**config.mk**
```make
export PLATFORM = sky130hd
export DESIGN_NAME = tor_slot_sched_flat
export DESIGN_NICKNAME = d
export VERILOG_FILES = /design/src/rtl/tor_slot_sched_pkg.sv /design/src/rtl/tor_slot_sched_if.sv /design/src/rtl/tor_port_rr_arb.sv /design/src/rtl/tor_slot_sched.sv /design/src/flat_wrapper.sv
export SDC_FILE = /design/constraint.sdc
export NUM_CORES = 1
export LEC_CHECK = 0
export CORE_MARGIN = 8
export CORE_UTILIZATION = 40
export CTS_BUF_LIST = sky130_fd_sc_hd__clkbuf_8 sky130_fd_sc_hd__clkbuf_16
export CTS_CLUSTER_DIAMETER = 80
export DETAILED_ROUTE_END_ITERATION = 8
export DONT_BUFFER_PORTS = 1
export GPL_TIMING_DRIVEN = 0
export MAX_ROUTING_LAYER = met4
export PLACE_DENSITY = 0.62
export SLEW_MARGIN = 5
export SYNTH_ARGS = -nofsm -noshare
export SYNTH_HDL_FRONTEND = slang
export SYNTH_SLANG_ARGS = --single-unit
```
**constraint.sdc**
```tcl
create_clock -name i_clk -period 5.5 [get_ports i_clk]
set_input_delay 1.1 -clock i_clk [delete_from_list [all_inputs] [get_ports i_clk]]
set_output_delay 1.1 -clock i_clk [all_outputs]
set_load 0.01 [all_outputs]
```
**src/rtl/tor_slot_sched_pkg.sv**
```systemverilog
// Shared types and constants for the ToR slot scheduler.
package tor_slot_sched_pkg;

    // Per-port transmit FSM: waiting for a grantable request, or serving one packet.
    typedef enum logic {
        IDLE = 1'b0,
        BUSY = 1'b1
    } port_state_e;

    localparam int LEN_W = 16;

    // Head-packet length, in clock cycles.
    typedef logic [LEN_W-1:0] len_t;

    // Target ring encoding carried on i_req_dir.
    localparam logic DIR_DOWN = 1'b0;
    localparam logic DIR_UP   = 1'b1;

endpackage

```
**src/rtl/tor_slot_sched_if.sv**
```systemverilog
// Requester-side bus of the slot scheduler: requests, packet info, and the two ring grants.
interface tor_slot_sched_if
    import tor_slot_sched_pkg::*;
#(
    parameter int P_CHANNEL_NUM = 4
);

    logic [P_CHANNEL_NUM-1:0]       i_req;
    logic [P_CHANNEL_NUM-1:0]       i_req_dir;
    logic [LEN_W*P_CHANNEL_NUM-1:0] i_req_len;
    logic [P_CHANNEL_NUM-1:0]       i_eop;
    logic [P_CHANNEL_NUM-1:0]       o_grant_down;
    logic [P_CHANNEL_NUM-1:0]       o_grant_up;

    // Requester queues drive the packet information and receive grants.
    modport master (
        output i_req, i_req_dir, i_req_len, i_eop,
        input  o_grant_down, o_grant_up
    );

    // The scheduler samples the packet information and drives grants.
    modport slave (
        input  i_req, i_req_dir, i_req_len, i_eop,
        output o_grant_down, o_grant_up
    );

endinterface

```
**src/rtl/tor_port_rr_arb.sv**
```systemverilog
// Round-robin arbiter plus IDLE/BUSY grant FSM for one ring TX port.
// A requester is granted only if its whole packet fits before the slot ends
// and it starts no earlier than the end of the guard window.
module tor_port_rr_arb
    import tor_slot_sched_pkg::*;
#(
    parameter int   P_CHANNEL_NUM  = 4,
    parameter int   P_SLOT_CYCLES  = 1024,
    parameter int   P_GUARD_CYCLES = 16,
    parameter logic P_DIR          = DIR_DOWN
) (
    input  logic                           i_clk,
    input  logic                           i_rst_n,
    input  logic                           i_en,
    input  logic                           i_wrap,
    input  logic [15:0]                    i_cnt,
    input  logic [P_CHANNEL_NUM-1:0]       i_req,
    input  logic [P_CHANNEL_NUM-1:0]       i_req_dir,
    input  logic [LEN_W*P_CHANNEL_NUM-1:0] i_req_len,
    input  logic [P_CHANNEL_NUM-1:0]       i_eop,
    output logic [P_CHANNEL_NUM-1:0]       o_grant,
    output logic                           o_overrun
);

    localparam int              PTR_W     = (P_CHANNEL_NUM > 1) ? $clog2(P_CHANNEL_NUM) : 1;
    localparam logic [PTR_W-1:0] LAST_IDX = PTR_W'(P_CHANNEL_NUM - 1);
    localparam logic [17:0]     SLOT_LIM  = 18'(P_SLOT_CYCLES);
    localparam logic [17:0]     GUARD_LIM = 18'(P_GUARD_CYCLES);

    port_state_e              state_q, state_d;
    logic [P_CHANNEL_NUM-1:0] grant_q, grant_d;
    logic [PTR_W-1:0]         ptr_q, ptr_d;
    logic                     overrun_q, overrun_d;

    logic [P_CHANNEL_NUM-1:0] elig;
    logic [PTR_W-1:0]         cand;
    logic [PTR_W-1:0]         pick_idx;
    logic                     pick_vld;
    logic [17:0]              next_k;
    logic                     eop_hit;

    // A grant issued now starts transmitting on cycle cnt+1.
    assign next_k  = {2'b00, i_cnt} + 18'd1;
    assign eop_hit = |(i_eop & grant_q);

    // Per-requester eligibility: pending, aimed at this ring, non-empty, clear of guard, fits the slot.
    // NOTE: every always_comb output gets a default first so no path leaves it unassigned (no latch).
    always_comb begin
        elig = '0;
        for (int r = 0; r < P_CHANNEL_NUM; r++) begin
            elig[r] = i_en && i_req[r] && (i_req_dir[r] == P_DIR)
                   && (i_req_len[LEN_W*r +: LEN_W] != '0)
                   && (next_k >= GUARD_LIM)
                   && ((next_k + 18'(i_req_len[LEN_W*r +: LEN_W])) <= SLOT_LIM);
        end
    end

    // First eligible requester at or after the round-robin pointer.
    always_comb begin
        pick_vld = 1'b0;
        pick_idx = '0;
        cand     = '0;
        for (int i = 0; i < P_CHANNEL_NUM; i++) begin
            cand = PTR_W'((int'(ptr_q) + i) % P_CHANNEL_NUM);
            if (!pick_vld && elig[cand]) begin
                pick_vld = 1'b1;
                pick_idx = cand;
            end
        end
    end

    // Next-state logic: grant on a pick, release on the owner's eop, force-revoke at slot wrap.
    always_comb begin
        state_d   = state_q;
        grant_d   = grant_q;
        ptr_d     = ptr_q;
        overrun_d = 1'b0;
        case (state_q)
            IDLE: begin
                if (pick_vld) begin
                    grant_d           = '0;
                    grant_d[pick_idx] = 1'b1;
                    ptr_d             = (pick_idx == LAST_IDX) ? '0 : pick_idx + PTR_W'(1);
                    state_d           = BUSY;
                end
            end
            BUSY: begin
                // The owner's eop wins over the slot wrap, so a packet ending exactly on time is not an overrun.
                if (eop_hit) begin
                    grant_d = '0;
                    state_d = IDLE;
                end else if (i_wrap) begin
                    grant_d   = '0;
                    state_d   = IDLE;
                    overrun_d = 1'b1;
                end
            end
            default: begin
                grant_d = '0;
                state_d = IDLE;
            end
        endcase
    end

    // State, grant, pointer and overrun registers.
    // NOTE: sequential state uses non-blocking assignments so all flops update from pre-edge values.
    always_ff @(posedge i_clk or negedge i_rst_n) begin
        if (!i_rst_n) begin
            state_q   <= IDLE;
            grant_q   <= '0;
            ptr_q     <= '0;
            overrun_q <= 1'b0;
        end else begin
            state_q   <= state_d;
            grant_q   <= grant_d;
            ptr_q     <= ptr_d;
            overrun_q <= overrun_d;
        end
    end

    assign o_grant   = grant_q;
    assign o_overrun = overrun_q;

endmodule

```
**src/rtl/tor_slot_sched.sv**
```systemverilog
// Time-slotted scheduler for a ToR switch with a down-ring and an up-ring TX port.
// Owns the slot counter and slot id; each ring port has its own arbiter/FSM.
module tor_slot_sched
    import tor_slot_sched_pkg::*;
#(
    parameter int P_CHANNEL_NUM  = 4,
    parameter int P_SLOT_CYCLES  = 1024,
    parameter int P_GUARD_CYCLES = 16
) (
    input  logic                   i_clk,
    input  logic                   i_rst_n,
    input  logic                   i_en,
    tor_slot_sched_if.slave        bus,
    output logic                   o_slot_start,
    output logic                   o_guard,
    output logic [7:0]             o_slot_id,
    output logic                   o_overrun
);

    localparam logic [15:0] CNT_LAST  = 16'(P_SLOT_CYCLES - 1);
    localparam logic [15:0] GUARD_END = 16'(P_GUARD_CYCLES);

    logic [15:0] cnt_q, cnt_d;
    logic [7:0]  slot_id_q, slot_id_d;
    logic        wrap;
    logic        overrun_down, overrun_up;

    assign wrap = i_en && (cnt_q == CNT_LAST);

    // Slot counter and slot id advance only while enabled.
    always_comb begin
        cnt_d     = cnt_q;
        slot_id_d = slot_id_q;
        if (i_en) begin
            cnt_d = wrap ? '0 : cnt_q + 16'd1;
        end
        if (wrap) begin
            slot_id_d = slot_id_q + 8'd1;
        end
    end

    // Slot counter and slot id registers.
    always_ff @(posedge i_clk or negedge i_rst_n) begin
        if (!i_rst_n) begin
            cnt_q     <= '0;
            slot_id_q <= '0;
        end else begin
            cnt_q     <= cnt_d;
            slot_id_q <= slot_id_d;
        end
    end

    // Slot start is also qualified by reset so it stays low while reset is held at cnt 0.
    assign o_slot_start = i_rst_n && i_en && (cnt_q == '0);
    assign o_guard      = (cnt_q < GUARD_END);
    assign o_slot_id    = slot_id_q;
    assign o_overrun    = overrun_down | overrun_up;

    tor_port_rr_arb #(
        .P_CHANNEL_NUM  (P_CHANNEL_NUM),
        .P_SLOT_CYCLES  (P_SLOT_CYCLES),
        .P_GUARD_CYCLES (P_GUARD_CYCLES),
        .P_DIR          (DIR_DOWN)
    ) u_arb_down (
        .i_clk     (i_clk),
        .i_rst_n   (i_rst_n),
        .i_en      (i_en),
        .i_wrap    (wrap),
        .i_cnt     (cnt_q),
        .i_req     (bus.i_req),
        .i_req_dir (bus.i_req_dir),
        .i_req_len (bus.i_req_len),
        .i_eop     (bus.i_eop),
        .o_grant   (bus.o_grant_down),
        .o_overrun (overrun_down)
    );

    tor_port_rr_arb #(
        .P_CHANNEL_NUM  (P_CHANNEL_NUM),
        .P_SLOT_CYCLES  (P_SLOT_CYCLES),
        .P_GUARD_CYCLES (P_GUARD_CYCLES),
        .P_DIR          (DIR_UP)
    ) u_arb_up (
        .i_clk     (i_clk),
        .i_rst_n   (i_rst_n),
        .i_en      (i_en),
        .i_wrap    (wrap),
        .i_cnt     (cnt_q),
        .i_req     (bus.i_req),
        .i_req_dir (bus.i_req_dir),
        .i_req_len (bus.i_req_len),
        .i_eop     (bus.i_eop),
        .o_grant   (bus.o_grant_up),
        .o_overrun (overrun_up)
    );

endmodule

```
**src/flat_wrapper.sv**
```systemverilog
// flat-port wrapper written by rule: the top's interface ports become plain ports
module tor_slot_sched_flat import tor_slot_sched_pkg::*;
#(
    parameter int P_CHANNEL_NUM  = 4,
    parameter int P_SLOT_CYCLES  = 1024,
    parameter int P_GUARD_CYCLES = 16
)
  (i_clk, i_rst_n, i_en, o_slot_start, o_guard, o_slot_id, o_overrun, bus_i_req, bus_i_req_dir, bus_i_req_len, bus_i_eop, bus_o_grant_down, bus_o_grant_up);
  tor_slot_sched_if #(.P_CHANNEL_NUM(P_CHANNEL_NUM)) bus_i ();
  input  logic i_clk;
  input  logic i_rst_n;
  input  logic i_en;
  output logic o_slot_start;
  output logic o_guard;
  output logic [7:0] o_slot_id;
  output logic o_overrun;
  input wire logic [$bits(bus_i.i_req)-1:0] bus_i_req;
  input wire logic [$bits(bus_i.i_req_dir)-1:0] bus_i_req_dir;
  input wire logic [$bits(bus_i.i_req_len)-1:0] bus_i_req_len;
  input wire logic [$bits(bus_i.i_eop)-1:0] bus_i_eop;
  output wire logic [$bits(bus_i.o_grant_down)-1:0] bus_o_grant_down;
  output wire logic [$bits(bus_i.o_grant_up)-1:0] bus_o_grant_up;
  assign bus_i.i_req = bus_i_req;
  assign bus_i.i_req_dir = bus_i_req_dir;
  assign bus_i.i_req_len = bus_i_req_len;
  assign bus_i.i_eop = bus_i_eop;
  assign bus_o_grant_down = bus_i.o_grant_down;
  assign bus_o_grant_up = bus_i.o_grant_up;
  tor_slot_sched #(.P_CHANNEL_NUM(P_CHANNEL_NUM), .P_SLOT_CYCLES(P_SLOT_CYCLES), .P_GUARD_CYCLES(P_GUARD_CYCLES)) u_core (.i_clk(i_clk), .i_rst_n(i_rst_n), .i_en(i_en), .bus(bus_i), .o_slot_start(o_slot_start), .o_guard(o_guard), .o_slot_id(o_slot_id), .o_overrun(o_overrun));
endmodule
```
==> results of run 1 <==
## worst min-delay path by stage
stage / slack [ps] / endpoint / cells past startpoint
2_1_floorplan: 500 / u_core.cnt_q[6] / 1
3_3_place_gp: 530 / u_core.o_slot_id[7] / 1
3_5_place_dp: 540 / u_core.o_slot_id[7] / 1
4_1_cts: 500 / u_core.cnt_q[6] / 0
5_1_grt: 490 / u_core.o_slot_id[6] / 0
6_report: 500 / u_core.u_arb_down.ptr_q[1] / 0
## per-stage QoR
stage,total power [uW],utilization
2_1_floorplan,1350,-
3_3_place_gp,1590,0.420
3_5_place_dp,1600,0.420
4_1_cts,1960,0.436
5_1_grt,2180,0.449
6_report,2010,0.449
## cells by family (layout without fill, tap and decap cells)
family / Yosys count / count (layout)
xor gates and xnor gates: 69 / 69
muxes: 12 / 12
and+or+nand+nor: 304 / 304
adders and majority gates: 79 / 79
AOI/OAI and AO/OA: 244 / 244
buffers and inverters: 63 / 76
DFF: 40 / 40
## final cells by class
class | instances | area share
Timing Repair Buffer | 6 | 0.00640
Inverter | 38 | 0.0203
Multi-Input combinational cell | 708 | 0.753
Clock buffer | 5 | 0.0178
Tap cell | 216 | 0.0384
Buffer | 24 | 0.0155
Sequential cell | 40 | 0.142
Clock inverter | 3 | 0.00658
## synthesized netlist by cell type, types with 6 or more instances
library cell	count
clkbuf_1	17
nor4_1	28
a21o_1	19
o21ai_0	44
and3_1	9
a211o_1	6
nor2_1	48
nor3_1	10
dfrtp_1	40
xnor2_1	43
nand3_1	40
ha_1	75
nand3b_1	10
nor2b_1	8
a21oi_1	62
o21bai_1	6
inv_1	37
nand2_1	77
xor2_1	26
a21boi_0	6
o211ai_1	10
o22ai_1	6
a211oi_1	11
nand4_1	19
o2111ai_1	9
nor3b_1	8
a31oi_1	8
mux2i_1	6
nand2b_1	10
## flip-flops by register name (all words and copies together) (netlist names)
name                         flops
u_core.cnt_q                    16
u_core.u_arb_up.o_grant          4
u_core.u_arb_down.ptr_q          2
u_core.u_arb_up.ptr_q            2
u_core.u_arb_down.o_overrun      1
u_core.u_arb_up.o_overrun        1
u_core.o_slot_id                 8
u_core.u_arb_down.o_grant        4
u_core.u_arb_up.state_q          1
u_core.u_arb_down.state_q        1
## where the power goes
part | switching (uW) | internal (uW) | leakage [uW] | total [uW]
sequential | 46.1 | 332 | 0.000542 | 378
clock | 127 | 216 | 0.0000804 | 342
combinational | 767 | 522 | 0.00241 | 1290
## cells in the final DEF, fill, tap and decap left out, types with 10 or more instances in the layout
cell type,synthesis,routed
nand2_1,77,76
ha_1,75,73
a21oi_1,62,59
nor2_1,48,46
o21ai_0,44,44
dfrtp_1,40,40
nand3_1,40,39
inv_1,37,37
xnor2_1,43,33
nor4_1,28,27
xor2_1,26,25
nand4_1,19,19
a21o_1,19,19
clkbuf_1,17,16
nand2b_1,10,10
o211ai_1,10,10
nand3b_1,10,10
## repair_timing
item	CTS	global route
buffers inserted	1	5
hold buffers	0	0
endpoints found under the hold margin	0	0
resized for setup	9	31
setup endpoints to repair	11	11
pin swaps	1	3
## worst max-delay path, cell delays in order (launching register included)
cell      delay (ps)
dfrtp_1          310
buf_2            180
nand4_1          170
buf_2            260
nor3_2           320
xor2_2           460
ha_1             330
clkbuf_1         190
a21oi_1          330
a21boi_0         150
o22ai_1          190
nand3b_1         130
a21boi_0          80
o21ai_0          570
nor4_1           180
a32oi_1          240
and4_1           280
inv_2             70
ha_1             180
nor2b_1          130
a221o_1          340
## metal layers
metal | routed length (um) | share of wire | vias to the layer above
li1 | - | - | 3113
met1 | 8600 | 0.44 | 2944
met2 | 8700 | 0.45 | 210
met3 | 1750 | 0.090 | 22
met4 | 352 | 0.018 | 0
met5 | 0 | 0 | -
==> impl_metrics.py, run 1 <==
metrics = {
    "clocking": {
        "clk_path_buf_depth": 2,
        "cts_htree_levels": 2,
        "path_clk_slew_ps": 60,
        "cts_root_buffer": "clkbuf_16",
        "clkLatencyLatePin_ps": 280,
        "numCtsBuffers": 5,
        "cts_tree": "yes",
        "clock_sinks": 40,
    },
    "setup_path": {
        "critPathKind": "reg2reg",
        "reg2reg_to": "u_core.u_arb_down.o_grant[0]",
        "worstPathArrival_ps": 5370,
        "startpoint": "u_core.cnt_q[4]",
        "r2r_slack_ps": 290,
        "end_kind": "flip-flop",
        "r2r_start": "u_core.cnt_q[4]",
        "cp.required_ps": 5670,
        "rr_worst_depth": 20,
        "critPathLaunchType": "flip-flop",
        "cp-endpoint": "u_core.u_arb_down.o_grant[0]",
        "cp_max_fo": 10,
    },
    "timing": {
        "whs_ps": 503,
        "finalMaxSlewViolations": 0,
        "rsz0062_at_grt": "no",
        "setup_tns_ps": 0,
        "fin_crit_ps": 5210,
        "hold_viol": 0,
        "fin_skew_ps": 3.86,
        "max_slew_margin": 0.301,
        "setup_viol": 0,
        "finalCritPeriodShare": 0.947,
        "tightest_slew_ps": 1040,
        "fmax_mhz": 192,
        "setup_ws_ps": 294,
    },
    "logic_synthesis": {
        "synthMuxAreaShare": 0.0202,
        "synth_top_family_by_area": "compound AO/OA/AOI/OAI gates",
        "synth-seq-cells": 40,
        "seq_area_frac_synth": 0.159,
        "synth_compound_area_frac": 0.268,
        "avgSynthCellArea_um2": 7.78,
        "postSynth.asyncResetShare": 1.00,
        "synth_xor_area_frac": 0.0958,
        "synth_fa_ha_area_frac": 0.161,
        "yosys-top-cells-area": "dfrtp_1, ha_1, xnor2_1",
        "synth_top_flop_cell": "dfrtp_1",
        "yosys_warnings": 0,
        "synth_nets": 969,
        "synth_cells": 811,
        "yosysTopAreaCell": "dfrtp_1",
        "synthesis.area_mm2": 0.00631,
        "synth_edf_count": 0,
        "synth_top_area_frac": 0.159,
        "synthSimpleGateAreaFrac": 0.255,
        "synth_cell_types": 78,
    },
    "die": {
        "dieWidth_um": 142,
        "dieArea_mm2": 0.0200,
        "start_util": 0.403,
        "boundaryPins": 98,
        "core-area_mm2": 0.0157,
        "rows": 46,
        "die_h_um": 142,
    },
    "global_routing": {
        "gr-max-usage-layer": "met2",
        "met2_usage": 0.308,
        "gr-total-overflow": 0,
        "grt_max_degree": 42,
        "met1_usage": 0.247,
        "grt_pass1_wl_mm": 30.6,
        "grtUsageMet3": 0.0514,
        "grt.total_usage": 0.197,
        "grt_antenna_before_repair": 0,
        "grt_pass1_vias": 5796,
    },
    "layout": {
        "final_nets": 981,
        "final_cell_area_mm2": 0.00704,
        "finalNonFillerCells": 1040,
        "multi_input_area_mm2": 0.00530,
        "area_delta_synth_final_pct": 11.5,
        "fill_cells": 1593,
        "regArea_mm2": 0.00100,
        "drive_gt1_frac": 0.0862,
        "diodes": 0,
    },
    "placement": {
        "numPortBuffers": 0,
        "placed_area_mm2": 0.00658,
        "dp_hpwl_mm": 15.1,
        "gp_congestion": 0.921,
        "place_inst": 1027,
        "place_ws_ps": -444,
    },
    "detailed_routing": {
        "viasPerCell": 6.05,
        "ant_nets": 0,
        "drc_errors": 0,
        "wirelength_mm": 19.4,
        "drt_iter0_drc": 385,
        "vias": 6289,
        "routedWlPerCell_um": 18.7,
        "dr.pass1.iters": 5,
    },
    "power_and_ir_drop": {
        "vdd_drop_max_v": 0.000232,
        "p_per_area_mw_per_mm2": 286,
        "p_leak_uw": 0.00303,
    },
    "min_path": {
        "hold_path_class": "in2async",
    },
    "status": {
        "outcome": "finished clean",
    },
    "run": {
        "max_cap_viol_count": 0,
    },
}
No activity file was read; power rests on OpenSTA's default activity.
==> inputs of run 2 (changes only) <==
- clock period: 5.5 -> 6.5 ns (I/O delays scaled with it)
==> run 2 against run 1 <==
Against the previous run: final area decreased by 4.1%; maximum frequency shrank 16%; final cell count decreased by 0.48%; clock power fell by 15%; utilization shrank 1.8 points; count of clock-buffer cells in the layout unchanged; largest power group unchanged; worst setup slack better by 7.9 ps; critical path depth did not move.
==> impl_metrics.py, run 2 (synthesized netlist as in run 1, its figures left out) <==
metrics = {
    "status": {
        "outcome": "finished clean",
    },
    "power_and_ir_drop": {
        "p_comb_frac": 0.631,
        "p_leak_uw": 0.00291,
        "p_per_area_mw_per_mm2": 244,
        "power_frac_seq": 0.193,
        "vdd_drop_max_v": 0.000196,
        "power.switching_uw": 769,
        "p_int_uw": 881,
        "clockPowerShare": 0.175,
        "switching_share": 0.466,
    },
    "detailed_routing": {
        "ant_nets": 0,
        "vias": 6232,
        "wirelength_mm": 19.1,
        "viasPerCell": 6.02,
        "dr.pass1.iters": 7,
        "routedWlPerCell_um": 18.5,
        "drt_iter0_drc": 382,
        "drc_errors": 0,
    },
    "global_routing": {
        "grt_pass1_vias": 5778,
        "grt_antenna_before_repair": 0,
        "gr-total-overflow": 0,
        "grt.total_usage": 0.195,
        "grt_max_degree": 42,
        "grt_pass1_wl_mm": 30.4,
    },
    "clocking": {
        "clock_sinks": 40,
        "post_cts_resized": 0,
        "clkLatencyLatePin_ps": 280,
        "numCtsBuffers": 5,
        "post_cts_buffers": 0,
        "cts_htree_levels": 2,
        "path_clk_slew_ps": 60,
        "clk_path_buf_depth": 2,
        "cts_tree": "yes",
        "ctsHoldBuffers": 0,
        "cts_root_buffer": "clkbuf_16",
    },
    "layout": {
        "regArea_mm2": 0.00100,
        "multi_input_area_mm2": 0.00505,
        "final_common_cell": "nand2_1",
        "final_cell_mix": "nand2_1, ha_1, a21oi_1",
        "diodes": 0,
        "fill_cells": 1619,
        "drive_gt1_frac": 0.0440,
        "largest_register_ffs": 16,
        "final_nets": 976,
        "area_delta_synth_final_pct": 7.00,
        "finalNonFillerCells": 1035,
        "regMostFlops": "u_core.cnt_q",
    },
    "setup_path": {
        "cp_max_fo": 10,
        "rr_worst_depth": 20,
        "worstPathArrival_ps": 6360,
        "cp-endpoint": "u_core.u_arb_up.ptr_q[1]",
        "cp.required_ps": 6670,
        "startpoint": "u_core.cnt_q[4]",
        "r2r_start": "u_core.cnt_q[4]",
        "reg2reg_to": "u_core.u_arb_up.ptr_q[1]",
        "r2r_slack_ps": 300,
        "critPathKind": "reg2reg",
        "critPathLaunchType": "flip-flop",
        "end_kind": "flip-flop",
    },
    "timing": {
        "fmax_mhz": 161,
        "max_slew_margin": 0.213,
        "tightest_slew_ps": 1170,
        "hold_viol": 0,
        "finalCritPeriodShare": 0.954,
        "finalMaxSlewViolations": 0,
        "setup_viol": 0,
        "rsz0062_at_grt": "no",
        "fin_skew_ps": 4.57,
        "fin_crit_ps": 6200,
        "setup_tns_ps": 0,
    },
    "die": {
        "start_util": 0.403,
        "core-area_mm2": 0.0157,
        "dieArea_mm2": 0.0200,
        "dieWidth_um": 142,
        "rows": 46,
        "boundaryPins": 98,
        "die_h_um": 142,
    },
    "min_path": {
        "hold_path_class": "reg2reg",
    },
    "placement": {
        "dp_hpwl_mm": 15.1,
        "gp_congestion": 0.921,
        "numPortBuffers": 0,
        "place_inst": 1027,
    },
    "run": {
        "max_cap_viol_count": 0,
    },
}
## run 2: changes by cell type in the layout (fill, tap and decap cells not counted), moves of 3 or more
cell     previous run  this run
xnor2_1            33        43
xnor2_4             5         0
xnor2_2             5         0
a21oi_1            59        62
a21oi_2             4         1
nor3_1              7        10
buf_4               8         2
## run 2: area by class of cell
| type | count | area share |
|---|---|---|
| tap | 216 | 0.0400 |
| inverter | 38 | 0.0211 |
| clock inverter | 3 | 0.00686 |
| buffer | 25 | 0.0167 |
| sequential | 40 | 0.148 |
| clock buffer | 5 | 0.0185 |
| multi-input combinational | 708 | 0.748 |
## run 2: stage by stage
stage | instance area (um2) | hold WS (ps) | setup slack (ps) | utilization | total power, uW
2_1_floorplan | 6310 | 504 | 1520 | - | 1140
3_3_place_gp | 6580 | 535 | 538 | 0.420 | 1340
3_5_place_dp | 6580 | 539 | 556 | 0.420 | 1350
4_1_cts | 6750 | 551 | 501 | 0.431 | 1650
5_1_grt | 6750 | 581 | 3.34 | 0.431 | 1800
6_report | 6750 | 542 | 302 | 0.431 | 1650
## run 2: worst min-delay path by stage
| stage | from | end | slack (ps) | depth (start not counted) |
|---|---|---|---|---|
| floorplan | u_core.cnt_q[6] | u_core.cnt_q[6] | 500 | 1 |
| detailed placement | u_core.o_slot_id[7] | u_core.o_slot_id[7] | 540 | 1 |
| CTS | u_core.o_slot_id[7] | u_core.o_slot_id[7] | 550 | 1 |
| global route | u_core.o_slot_id[7] | u_core.o_slot_id[7] | 580 | 1 |
| global placement | u_core.o_slot_id[7] | u_core.o_slot_id[7] | 530 | 1 |
| finish | u_core.o_slot_id[7] | u_core.o_slot_id[7] | 540 | 1 |
## run 2: routing by layer
| layer | wire length (um) | global-route usage | part of all wire | vias to the layer above |
|---|---|---|---|---|
| met4 | 397 | 0.0503 | 0.021 | 0 |
| met1 | 8530 | 0.241 | 0.45 | 2887 |
| met2 | 8400 | 0.306 | 0.44 | 217 |
| met5 | 0 | - | 0 | - |
| met3 | 1770 | 0.0581 | 0.093 | 23 |
| li1 | - | - | - | 3105 |
## run 2: power by group through the flow
stage          clock (uW)  sequential (uW)  combinational [uW]
2_1_floorplan           0              313                 827
3_3_place_gp            0              323                1020
3_5_place_dp            0              323                1030
4_1_cts               296              318                1030
5_1_grt               311              326                1160
6_report              290              319                1040
## run 2: critical path, cell delays in order (launching register included)
cell	delay [ps]
dfrtp_1	310
buf_2	190
nand4_1	170
buf_2	230
nor2_1	310
nand2_1	120
xnor2_1	920
ha_1	390
clkbuf_1	180
a21oi_1	240
o21a_1	150
o21ai_0	70
or3_1	330
a2111oi_1	570
o2111ai_1	230
or4_1	530
o21ai_0	220
a21oi_1	120
o22a_1	240
ha_1	280
mux2_1	290
